[src/rtl/mem_access_pkg.sv]
// ============================================================================
// Module      : mem_access_pkg
// Description : Shared size encodings, FSM state type and alignment check
//               for the load/store unit.
// Revision    : 1.0 - initial release
// ============================================================================
`default_nettype none

package mem_access_pkg;

  // Data word width; the lane logic assumes four byte lanes.
  localparam int WORD_W = 32;

  // Request size encodings (2'b11 is illegal).
  localparam logic [1:0] SZ_BYTE = 2'b00;
  localparam logic [1:0] SZ_HALF = 2'b01;
  localparam logic [1:0] SZ_WORD = 2'b10;

  typedef enum logic [2:0] {
    ST_IDLE = 3'd0,
    ST_RD   = 3'd1,
    ST_WR   = 3'd2,
    ST_ERR  = 3'd3,
    ST_RESP = 3'd4
  } state_e;

  // True when the request cannot be served as a single aligned access.
  function automatic logic is_misaligned(input logic [1:0] size,
                                         input logic [1:0] addr_lo);
    return (size == 2'b11) ||
           ((size == SZ_HALF) && addr_lo[0]) ||
           ((size == SZ_WORD) && (addr_lo != 2'b00));
  endfunction

endpackage

`default_nettype wire

[src/rtl/mem_access_unit_lane_align.sv]
// ============================================================================
// Module      : mem_lane_align
// Description : Combinational byte-lane steering. Extracts and extends a
//               load value from a memory word, and merges store data into
//               the lanes of a captured word.
// Revision    : 1.0 - initial release
// ============================================================================
`default_nettype none

module mem_lane_align
  import mem_access_pkg::*;
(
  input  logic [WORD_W-1:0] word_i,
  input  logic [1:0]        addr_i,
  input  logic [1:0]        size_i,
  input  logic              unsigned_i,
  input  logic [WORD_W-1:0] wdata_i,
  output logic [WORD_W-1:0] load_o,
  output logic [WORD_W-1:0] merged_o
);

  logic [7:0]  byte_sel;
  logic [15:0] half_sel;

  // Lane selection for loads and lane replacement for stores.
  always_comb begin
    byte_sel = word_i[{addr_i, 3'b000} +: 8];
    half_sel = word_i[{addr_i[1], 4'b0000} +: 16];
    load_o   = '0;
    merged_o = word_i;
    case (size_i)
      SZ_BYTE: begin
        load_o = unsigned_i ? {24'h0, byte_sel} : {{24{byte_sel[7]}}, byte_sel};
        merged_o[{addr_i, 3'b000} +: 8] = wdata_i[7:0];
      end
      SZ_HALF: begin
        load_o = unsigned_i ? {16'h0, half_sel} : {{16{half_sel[15]}}, half_sel};
        merged_o[{addr_i[1], 4'b0000} +: 16] = wdata_i[15:0];
      end
      SZ_WORD: begin
        load_o   = word_i;
        merged_o = wdata_i;
      end
      default: begin
        load_o   = '0;
        merged_o = word_i;
      end
    endcase
  end

endmodule

`default_nettype wire

[src/rtl/mem_access_unit.sv]
// ============================================================================
// Module      : mem_access_unit
// Description : Initiator-side load/store unit. Accepts CPU requests over a
//               valid/ready handshake, issues aligned whole-word accesses,
//               performs read-modify-write for sub-word stores and flags
//               misaligned or illegal requests without touching memory.
// Revision    : 1.0 - initial release
// ============================================================================
`default_nettype none

module mem_access_unit
  import mem_access_pkg::*;
#(
  parameter int ADDR_W = 32,
  parameter int DATA_W = WORD_W
) (
  input  logic              clk_i,
  input  logic              rst_i,
  input  logic              req_valid_i,
  output logic              req_ready_o,
  input  logic              req_write_i,
  input  logic [1:0]        req_size_i,
  input  logic              req_unsigned_i,
  input  logic [ADDR_W-1:0] req_addr_i,
  input  logic [DATA_W-1:0] req_wdata_i,
  output logic              resp_valid_o,
  output logic [DATA_W-1:0] resp_rdata_o,
  output logic              misalign_o,
  output logic [ADDR_W-1:0] mem_addr_o,
  output logic              mem_read_o,
  output logic              mem_write_o,
  output logic [DATA_W-1:0] mem_wdata_o,
  input  logic [DATA_W-1:0] mem_rdata_i
);

  state_e            state_q, state_d;
  logic              write_q, write_d;
  logic [1:0]        size_q, size_d;
  logic              unsigned_q, unsigned_d;
  logic [ADDR_W-1:0] addr_q, addr_d;
  logic [DATA_W-1:0] wdata_q, wdata_d;
  logic [DATA_W-1:0] word_q, word_d;
  logic [DATA_W-1:0] rdata_q, rdata_d;
  logic              misalign_q, misalign_d;

  logic [DATA_W-1:0] align_word;
  logic [DATA_W-1:0] load_val;
  logic [DATA_W-1:0] merged_val;

  // Loads extract straight from the live read data; stores merge into the
  // word captured during the read phase.
  assign align_word = (state_q == ST_RD) ? mem_rdata_i : word_q;

  mem_lane_align u_lane_align (
    .word_i     (align_word),
    .addr_i     (addr_q[1:0]),
    .size_i     (size_q),
    .unsigned_i (unsigned_q),
    .wdata_i    (wdata_q),
    .load_o     (load_val),
    .merged_o   (merged_val)
  );

  // Strobes are gated with reset so an aborted transaction never writes.
  assign req_ready_o  = (state_q == ST_IDLE);
  assign resp_valid_o = (state_q == ST_RESP) && rst_i;
  assign mem_read_o   = (state_q == ST_RD) && rst_i;
  assign mem_write_o  = (state_q == ST_WR) && rst_i;
  assign mem_wdata_o  = mem_write_o ? merged_val : '0;
  assign mem_addr_o   = {addr_q[ADDR_W-1:2], 2'b00};
  assign resp_rdata_o = rdata_q;
  assign misalign_o   = misalign_q;

  // Next-state and datapath-capture logic.
  always_comb begin
    state_d    = state_q;
    write_d    = write_q;
    size_d     = size_q;
    unsigned_d = unsigned_q;
    addr_d     = addr_q;
    wdata_d    = wdata_q;
    word_d     = word_q;
    rdata_d    = rdata_q;
    misalign_d = misalign_q;
    case (state_q)
      ST_IDLE: begin
        if (req_valid_i) begin
          write_d    = req_write_i;
          size_d     = req_size_i;
          unsigned_d = req_unsigned_i;
          addr_d     = req_addr_i;
          wdata_d    = req_wdata_i;
          if (is_misaligned(req_size_i, req_addr_i[1:0])) begin
            state_d = ST_ERR;
          end else if (req_write_i && (req_size_i == SZ_WORD)) begin
            state_d = ST_WR;
          end else begin
            state_d = ST_RD;
          end
        end
      end
      ST_RD: begin
        word_d = mem_rdata_i;
        if (write_q) begin
          state_d = ST_WR;
        end else begin
          rdata_d    = load_val;
          misalign_d = 1'b0;
          state_d    = ST_RESP;
        end
      end
      ST_WR: begin
        rdata_d    = '0;
        misalign_d = 1'b0;
        state_d    = ST_RESP;
      end
      ST_ERR: begin
        rdata_d    = '0;
        misalign_d = 1'b1;
        state_d    = ST_RESP;
      end
      ST_RESP: begin
        state_d = ST_IDLE;
      end
      default: begin
        state_d = ST_IDLE;
      end
    endcase
  end

  // State and datapath registers with synchronous active-low reset.
  always_ff @(posedge clk_i) begin
    if (!rst_i) begin
      state_q    <= ST_IDLE;
      write_q    <= 1'b0;
      size_q     <= SZ_BYTE;
      unsigned_q <= 1'b0;
      addr_q     <= '0;
      wdata_q    <= '0;
      word_q     <= '0;
      rdata_q    <= '0;
      misalign_q <= 1'b0;
    end else begin
      state_q    <= state_d;
      write_q    <= write_d;
      size_q     <= size_d;
      unsigned_q <= unsigned_d;
      addr_q     <= addr_d;
      wdata_q    <= wdata_d;
      word_q     <= word_d;
      rdata_q    <= rdata_d;
      misalign_q <= misalign_d;
    end
  end

endmodule

`default_nettype wire

[config.mk]
export PLATFORM = sky130hd
export DESIGN_NAME = mem_access_unit
export DESIGN_NICKNAME = d
export VERILOG_FILES = /design/src/rtl/mem_access_pkg.sv /design/src/rtl/mem_access_unit_lane_align.sv /design/src/rtl/mem_access_unit.sv
export SDC_FILE = /design/constraint.sdc
export NUM_CORES = 1
export LEC_CHECK = 0
export BUFFER_PORTS_ARGS = -buffer_cell sky130_fd_sc_hd__buf_2
export CAP_MARGIN = 20
export CORE_MARGIN = 2
export CORE_UTILIZATION = 35
export CTS_CLUSTER_DIAMETER = 120
export DETAILED_ROUTE_END_ITERATION = 10
export GPL_TIMING_DRIVEN = 0
export PLACE_DENSITY_LB_ADDON = 0.2
export SYNTH_ARGS = -nofsm -noshare
export SYNTH_HDL_FRONTEND = slang
export SYNTH_HIERARCHICAL = 1
export SYNTH_SLANG_ARGS = --single-unit
[constraint.sdc]
create_clock -name clk_i -period 3.8 [get_ports clk_i]
set_clock_uncertainty 0.2 [all_clocks]
set_input_delay 0.38 -clock clk_i [delete_from_list [all_inputs] [get_ports clk_i]]
set_output_delay 0.38 -clock clk_i [all_outputs]
set_load 0.005 [all_outputs]
==> flow_summary.json, run 1 <==
{
  "status": "finished clean",
  "min_from": "req_wdata_i[9]",
  "layout_common_cells": "221 x buf_2, 136 x dfxtp_1, 126 x nand2_1",
  "vias_per_cell": 5.23,
  "gp_congestion": 0.996,
  "synth_warnings": 6,
  "timing.fmax_mhz": 280,
  "setup_viol": 0,
  "tightest_slew_ps": 918,
  "antenna_found_initial": 0,
  "slowest_delay_ps": 460,
  "first_iter_violations": 513,
  "cts_tree": "built",
  "critPathMostFrequentCell": "buf_2",
  "synth_edf_count": 0,
  "wirelength_um": 26300,
  "synth_xor_area_frac": 0,
  "cp-end-kind": "primary output",
  "syn_area_sq_um": 7390,
  "yosys.area.top_type": "dfxtp_1",
  "io_pins": 204,
  "synth_compound_area_frac": 0.194,
  "fp.dieW_um": 149,
  "hold_path_end": "wdata_q[9]",
  "place_inst": 1342,
  "ys_seq_elements": 136,
  "hold_viol": 0,
  "die-area_sq_um": 22300,
  "drv_cap": 0,
  "drc": 0,
  "rsz0062_at_grt": "no",
  "antenna_left": 0,
  "postLayoutCellArea_sq_um": 9890,
  "min_period_ps": 3580,
  "crit_fanout": 10,
  "r2r-end": "resp_rdata_o[26]",
  "ys.flop_type": "dfxtp_1",
  "reg2reg_depth": 10,
  "synth-seq-area-share": 0.369,
  "async_flop_share": 0,
  "grt_overflow": 0,
  "grt_start_max_net_pins": 17,
  "syn_avg_cell_area_sq_um": 8.54,
  "synth_top_family_by_area": "simple AND/OR/NAND/NOR gates",
  "peakVddDrop_uv": 309,
  "grt_pass1_wl_um": 39900,
  "place_area_sq_um": 8740,
  "tns_ps": 0,
  "final_common_cell": "buf_2",
  "cts_root_buf": "clkbuf_16",
  "slew_headroom": 0.383,
  "num-fill-cells": 2100,
  "first_global_vias": 7043,
  "clkLatencyLatePin_ps": 430,
  "h-tree-depth": 4,
  "cts_buffers": 17,
  "drive_above_1_share": 0.329,
  "cts_sinks": 136,
  "final-seq-area_sq_um": 2720,
  "post_cts_buffers": 0,
  "diodes": 0,
  "firstDrtPassIters": 7,
  "worstPathRequired_ps": 3220,
  "synthTopCellsByArea": "dfxtp_1 37%, mux2_2 6.4%, nand2_1 6.4%, and2_1 5.7%, o21ai_0 5.5%",
  "crit_path_cell_trace": "buf_2 -> nor3b_2 -> buf_2 -> mux2_2 -> o32ai_1 -> a31oi_1 -> o221a_2 -> and2_1 -> buf_2",
  "die_h_um": 149,
  "critical_path_arrival_ps": 3000,
  "drv_slew": 0,
  "r2r-start": "state_q[1]",
  "core-area_sq_um": 20900,
  "initial_utilization": 0.354,
  "dp_hpwl_um": 19800,
  "min_path_type": "primary input to flop",
  "nets": 1252,
  "vias": 7484,
  "crit_slowest_cell": "mux2_2",
  "yosys.area_share.simple": 0.235,
  "cts.clk_slew.worst_paths_ps": 70,
  "io_buffers": 201,
  "syn_to_final_growth_pct": 33.9,
  "synthCells": 865,
  "r2r_slack_ps": 490,
  "yosys.area_share.adder": 0.00847,
  "min_path_cells": 3,
  "cts.path.max_buffers": 2,
  "grt_usage": 0.235,
  "rows": 53,
  "crit_type": "flop to primary output",
  "hold_slack_ps": 14.1,
  "synth.distinct_cells": 58,
  "multiInputGateArea_sq_um": 4010,
  "synthMuxAreaShare": 0.104,
  "finalNonFillerCells": 1432,
  "startpoint_type": "flop",
  "wl_per_cell_um": 18.4,
  "leakage_nw": 4.35,
  "yosys.area.top_type_share": 0.369,
  "post-route-period-util": 0.941,
  "power_density_nw_per_um2": 411
}
worst max path at each step:
stage / startpoint / end / slack, ps / depth (start not counted)
after detailed placement: addr_q[1] / mem_wdata_o[12] / 490 / 11
after floorplan: state_q[2] / resp_rdata_o[11] / 980 / 10
after global routing: addr_q[1] / mem_wdata_o[27] / 80 / 8
final: state_q[1] / mem_wdata_o[11] / 220 / 9
after global placement: addr_q[1] / mem_wdata_o[12] / 470 / 11
after CTS: addr_q[1] / mem_wdata_o[12] / 2 / 11
area by class of cell:
| class | instances | area share |
|---|---|---|
| multi-input combinational | 617 | 0.405 |
| clock buffer | 17 | 0.0430 |
| tap | 275 | 0.0348 |
| buffer | 103 | 0.0631 |
| timing repair buffer | 261 | 0.162 |
| clock inverter | 15 | 0.0134 |
| inverter | 8 | 0.00304 |
| sequential | 136 | 0.275 |
where the power goes:
part | total (mW) | internal (mW) | switching, mW | leakage, nW
Sequential | 1.58 | 1.52 | 0.0606 | 1.11
Combinational | 0.911 | 0.398 | 0.513 | 2.98
Clock | 1.57 | 0.858 | 0.715 | 0.259
registers in the layout, indices dropped and copies added, names as in the netlist:
name          flops
addr_q           32
resp_rdata_o     32
wdata_q          32
word_q           32
state_q           3
size_q            2
misalign_o        1
unsigned_q        1
write_q           1
metrics by stage:
step                      power [mW]  utilization  setup WS, ps
after floorplan                 2.14            -           977
after global placement          2.46        0.418           470
after detailed placement        2.46        0.418           485
after CTS                       4.09        0.474          1.69
after global routing            4.24        0.473          76.1
final                           4.06        0.473           223
Yosys cell counts, types with 10 or more instances:
cell type and number:
dfxtp_1 136, mux2_2 42, a21oi_1 13, mux2i_1 28, and2_1 67, o21ai_0 81
nand2b_1 13, buf_2 20, a221o_1 19, nor3_1 10, a22o_2 26, buf_4 36
clkbuf_1 36, o221ai_1 15, nor2_1 16, nand2_1 126, nand3_1 71, nor2b_1 17
worst max-delay path, delay by kind of cell, from the launching register on:
kind	cells	cell delay (ps)
mux	1	460
buf+inv	3	640
compound gates	3	650
flops	1	300
simple gates	2	500
cell families (layout without fill, tap and decap cells):
| family | count (synthesis) | after routing |
|---|---|---|
| other | 1 | 2 |
| adders and majority gates | 5 | 5 |
| muxes | 71 | 71 |
| buffers and inverters | 113 | 404 |
| AOI/OAI and AO/OA | 198 | 198 |
| and+or+nand+nor | 341 | 341 |
| DFF | 136 | 136 |
routing by layer:
layer	vias to the layer above	wire length (um)	GRT usage
met5	-	0	0
met2	316	11900	0.368
met4	0	687	0.0833
li1	3603	-	-
met3	47	1960	0.0462
met1	3518	11800	0.323
timing repair:
| item | CTS | global route |
|---|---|---|
| resized for setup | 0 | 0 |
| hold buffers | 60 | 0 |
| hold endpoints to repair | 61 | 0 |
| setup endpoints to repair | 0 | 23 |
(Power assumes the default switching activity.)
==> run 2, diff against run 1 <==
Settings changed: PLACE_DENSITY from default to 0.6, PLACE_DENSITY_LB_ADDON 0.2 to default.
==> run 2 against run 1 <==
Effect of this change:
- core utilization grew 0.41 points
- sequential share of layout area shrank 0.24 points
- die area is the same
- clock-buffer cell count grew 1
- routed wire length grew 0.38%
- highest routed layer unchanged
==> flow_summary.json, run 2 (synthesis gave the netlist of run 1 again) <==
{
  "min_path_type": "primary input to flop",
  "layout_common_cells": "221 x buf_2, 136 x dfxtp_1, 126 x nand2_1",
  "tightest_slew_ps": 921,
  "die_h_um": 149,
  "fp.dieW_um": 149,
  "first_iter_violations": 527,
  "wl_per_cell_um": 18.5,
  "gp_congestion": 0.946,
  "grt_overflow": 0,
  "firstDrtPassIters": 5,
  "diodes": 0,
  "utilization": 0.478,
  "cp-end-kind": "primary output",
  "drc": 0,
  "die-area_sq_um": 22300,
  "grt_pass1_wl_um": 39600,
  "critPathMostFrequentCell": "buf_2",
  "critical_path_arrival_ps": 3020,
  "io_buffers": 201,
  "peakVddDrop_uv": 269,
  "wirelength_um": 26400,
  "leakage_nw": 4.39,
  "crit_slowest_cell": "mux2_2",
  "rsz0062_at_grt": "no",
  "clkLatencyLatePin_ps": 420,
  "antenna_found_initial": 0,
  "initial_utilization": 0.354,
  "io_pins": 204,
  "grt_start_max_net_pins": 17,
  "cts.clk_slew.worst_paths_ps": 60,
  "final_common_cell": "buf_2",
  "cts_buffers": 17,
  "grt_usage": 0.233,
  "syn_to_final_growth_pct": 35.1,
  "rows": 53,
  "slowest_delay_ps": 460,
  "hold_slack_ps": 12.3,
  "fin_ws_ps": 202,
  "vias": 7492,
  "min_period_ps": 3600,
  "cts_tree": "built",
  "drv_slew": 0,
  "drive_above_1_share": 0.331,
  "nets": 1252,
  "cts_root_buf": "clkbuf_16",
  "crit_path_cell_trace": "buf_6 -> nor3b_2 -> buf_2 -> mux2_2 -> mux2i_1 -> o2bb2ai_1 -> a221o_1 -> and2_1 -> buf_2",
  "post_cts_buffers": 0,
  "startpoint_type": "flop",
  "first_global_vias": 7001,
  "cts_sinks": 136,
  "preCtsSetupSlack_ps": 520,
  "power_density_nw_per_um2": 432,
  "slew_headroom": 0.381,
  "dp_hpwl_um": 19700,
  "post-route-period-util": 0.947,
  "tns_ps": 0,
  "worstPathRequired_ps": 3220,
  "crit_type": "flop to primary output",
  "r2r_slack_ps": 490,
  "drv_cap": 0,
  "hold_viol": 0,
  "core-area_sq_um": 20900,
  "timing.fmax_mhz": 278,
  "status": "finished clean",
  "setup_viol": 0,
  "vias_per_cell": 5.23,
  "cts.path.max_buffers": 2,
  "crit_fanout": 10,
  "h-tree-depth": 4,
  "antenna_left": 0
}
run 2: changes by cell type in the layout (fill, tap and decap cells not counted), moves of 2 or more:
cell / before / now
inv_6: 5 / 2
inv_8: 3 / 0
clkbuf_1: 34 / 36
clkinvlp_4: 5 / 3
dlygate4sd3_1: 60 / 58
bufinv_16: 0 / 5
run 2: per-layer routing:
metal	vias up	part of all wire	global-route usage
met5	-	0	0
met4	0	0.022	0.0729
met3	46	0.081	0.0514
met2	323	0.46	0.374
met1	3525	0.44	0.312
li1	3598	-	-
run 2: report_power, final:
group	total [mW]	internal (mW)	leakage [nW]	switching [mW]
Sequential	1.58	1.52	1.11	0.0608
Combinational	0.911	0.399	2.98	0.513
Clock	1.83	1.17	0.307	0.655
Total	4.31	3.08	4.39	1.23
run 2: path summary, 6_finish.rpt:
| check | from | endpoint | depth (start not counted) |
|---|---|---|---|
| setup reg to reg | state_q[2] | resp_rdata_o[30] | 10 |
| hold / removal | req_wdata_i[30] | wdata_q[30] | 3 |
| hold reg to reg | addr_q[14] | addr_q[14] | 2 |
| setup / recovery | state_q[2] | mem_wdata_o[22] | 9 |
run 2: what timing repair did:
| item | in CTS | in global routing |
|---|---|---|
| hold buffers | 57 | 1 |
| resized for setup | 0 | 4 |
| endpoints found under the setup margin | 0 | 10 |
| endpoints found under the hold margin | 57 | 1 |
run 2: final cells by class:
type / instances / area (sq um)
plain buffers: 105 / 633
clock buffers: 18 / 429
clock inverters: 14 / 221
fillers: 2085 / 10900
inverters: 8 / 30.0
multi-input cells: 617 / 4010
flip-flops and latches: 136 / 2720
well taps: 275 / 344
repair buffers: 259 / 1590
run 2: critical path, delay by kind of cell, from the launching register on:
family                 cells  cell delay (ps)
and+or+nand+nor            2              540
AOI/OAI and AO/OA          2              410
muxes                      2              690
buffers and inverters      3              620
DFF                        1              320
run 2: per-stage QoR:
step                      power [mW]  area [sq um]  std cells
after floorplan                 2.14          7390        866
after global placement          2.45          8740       1342
after detailed placement        2.45          8740       1342
after CTS                       4.31          9960       1431
after global routing            4.48          9980       1432
final                           4.31          9980       1432
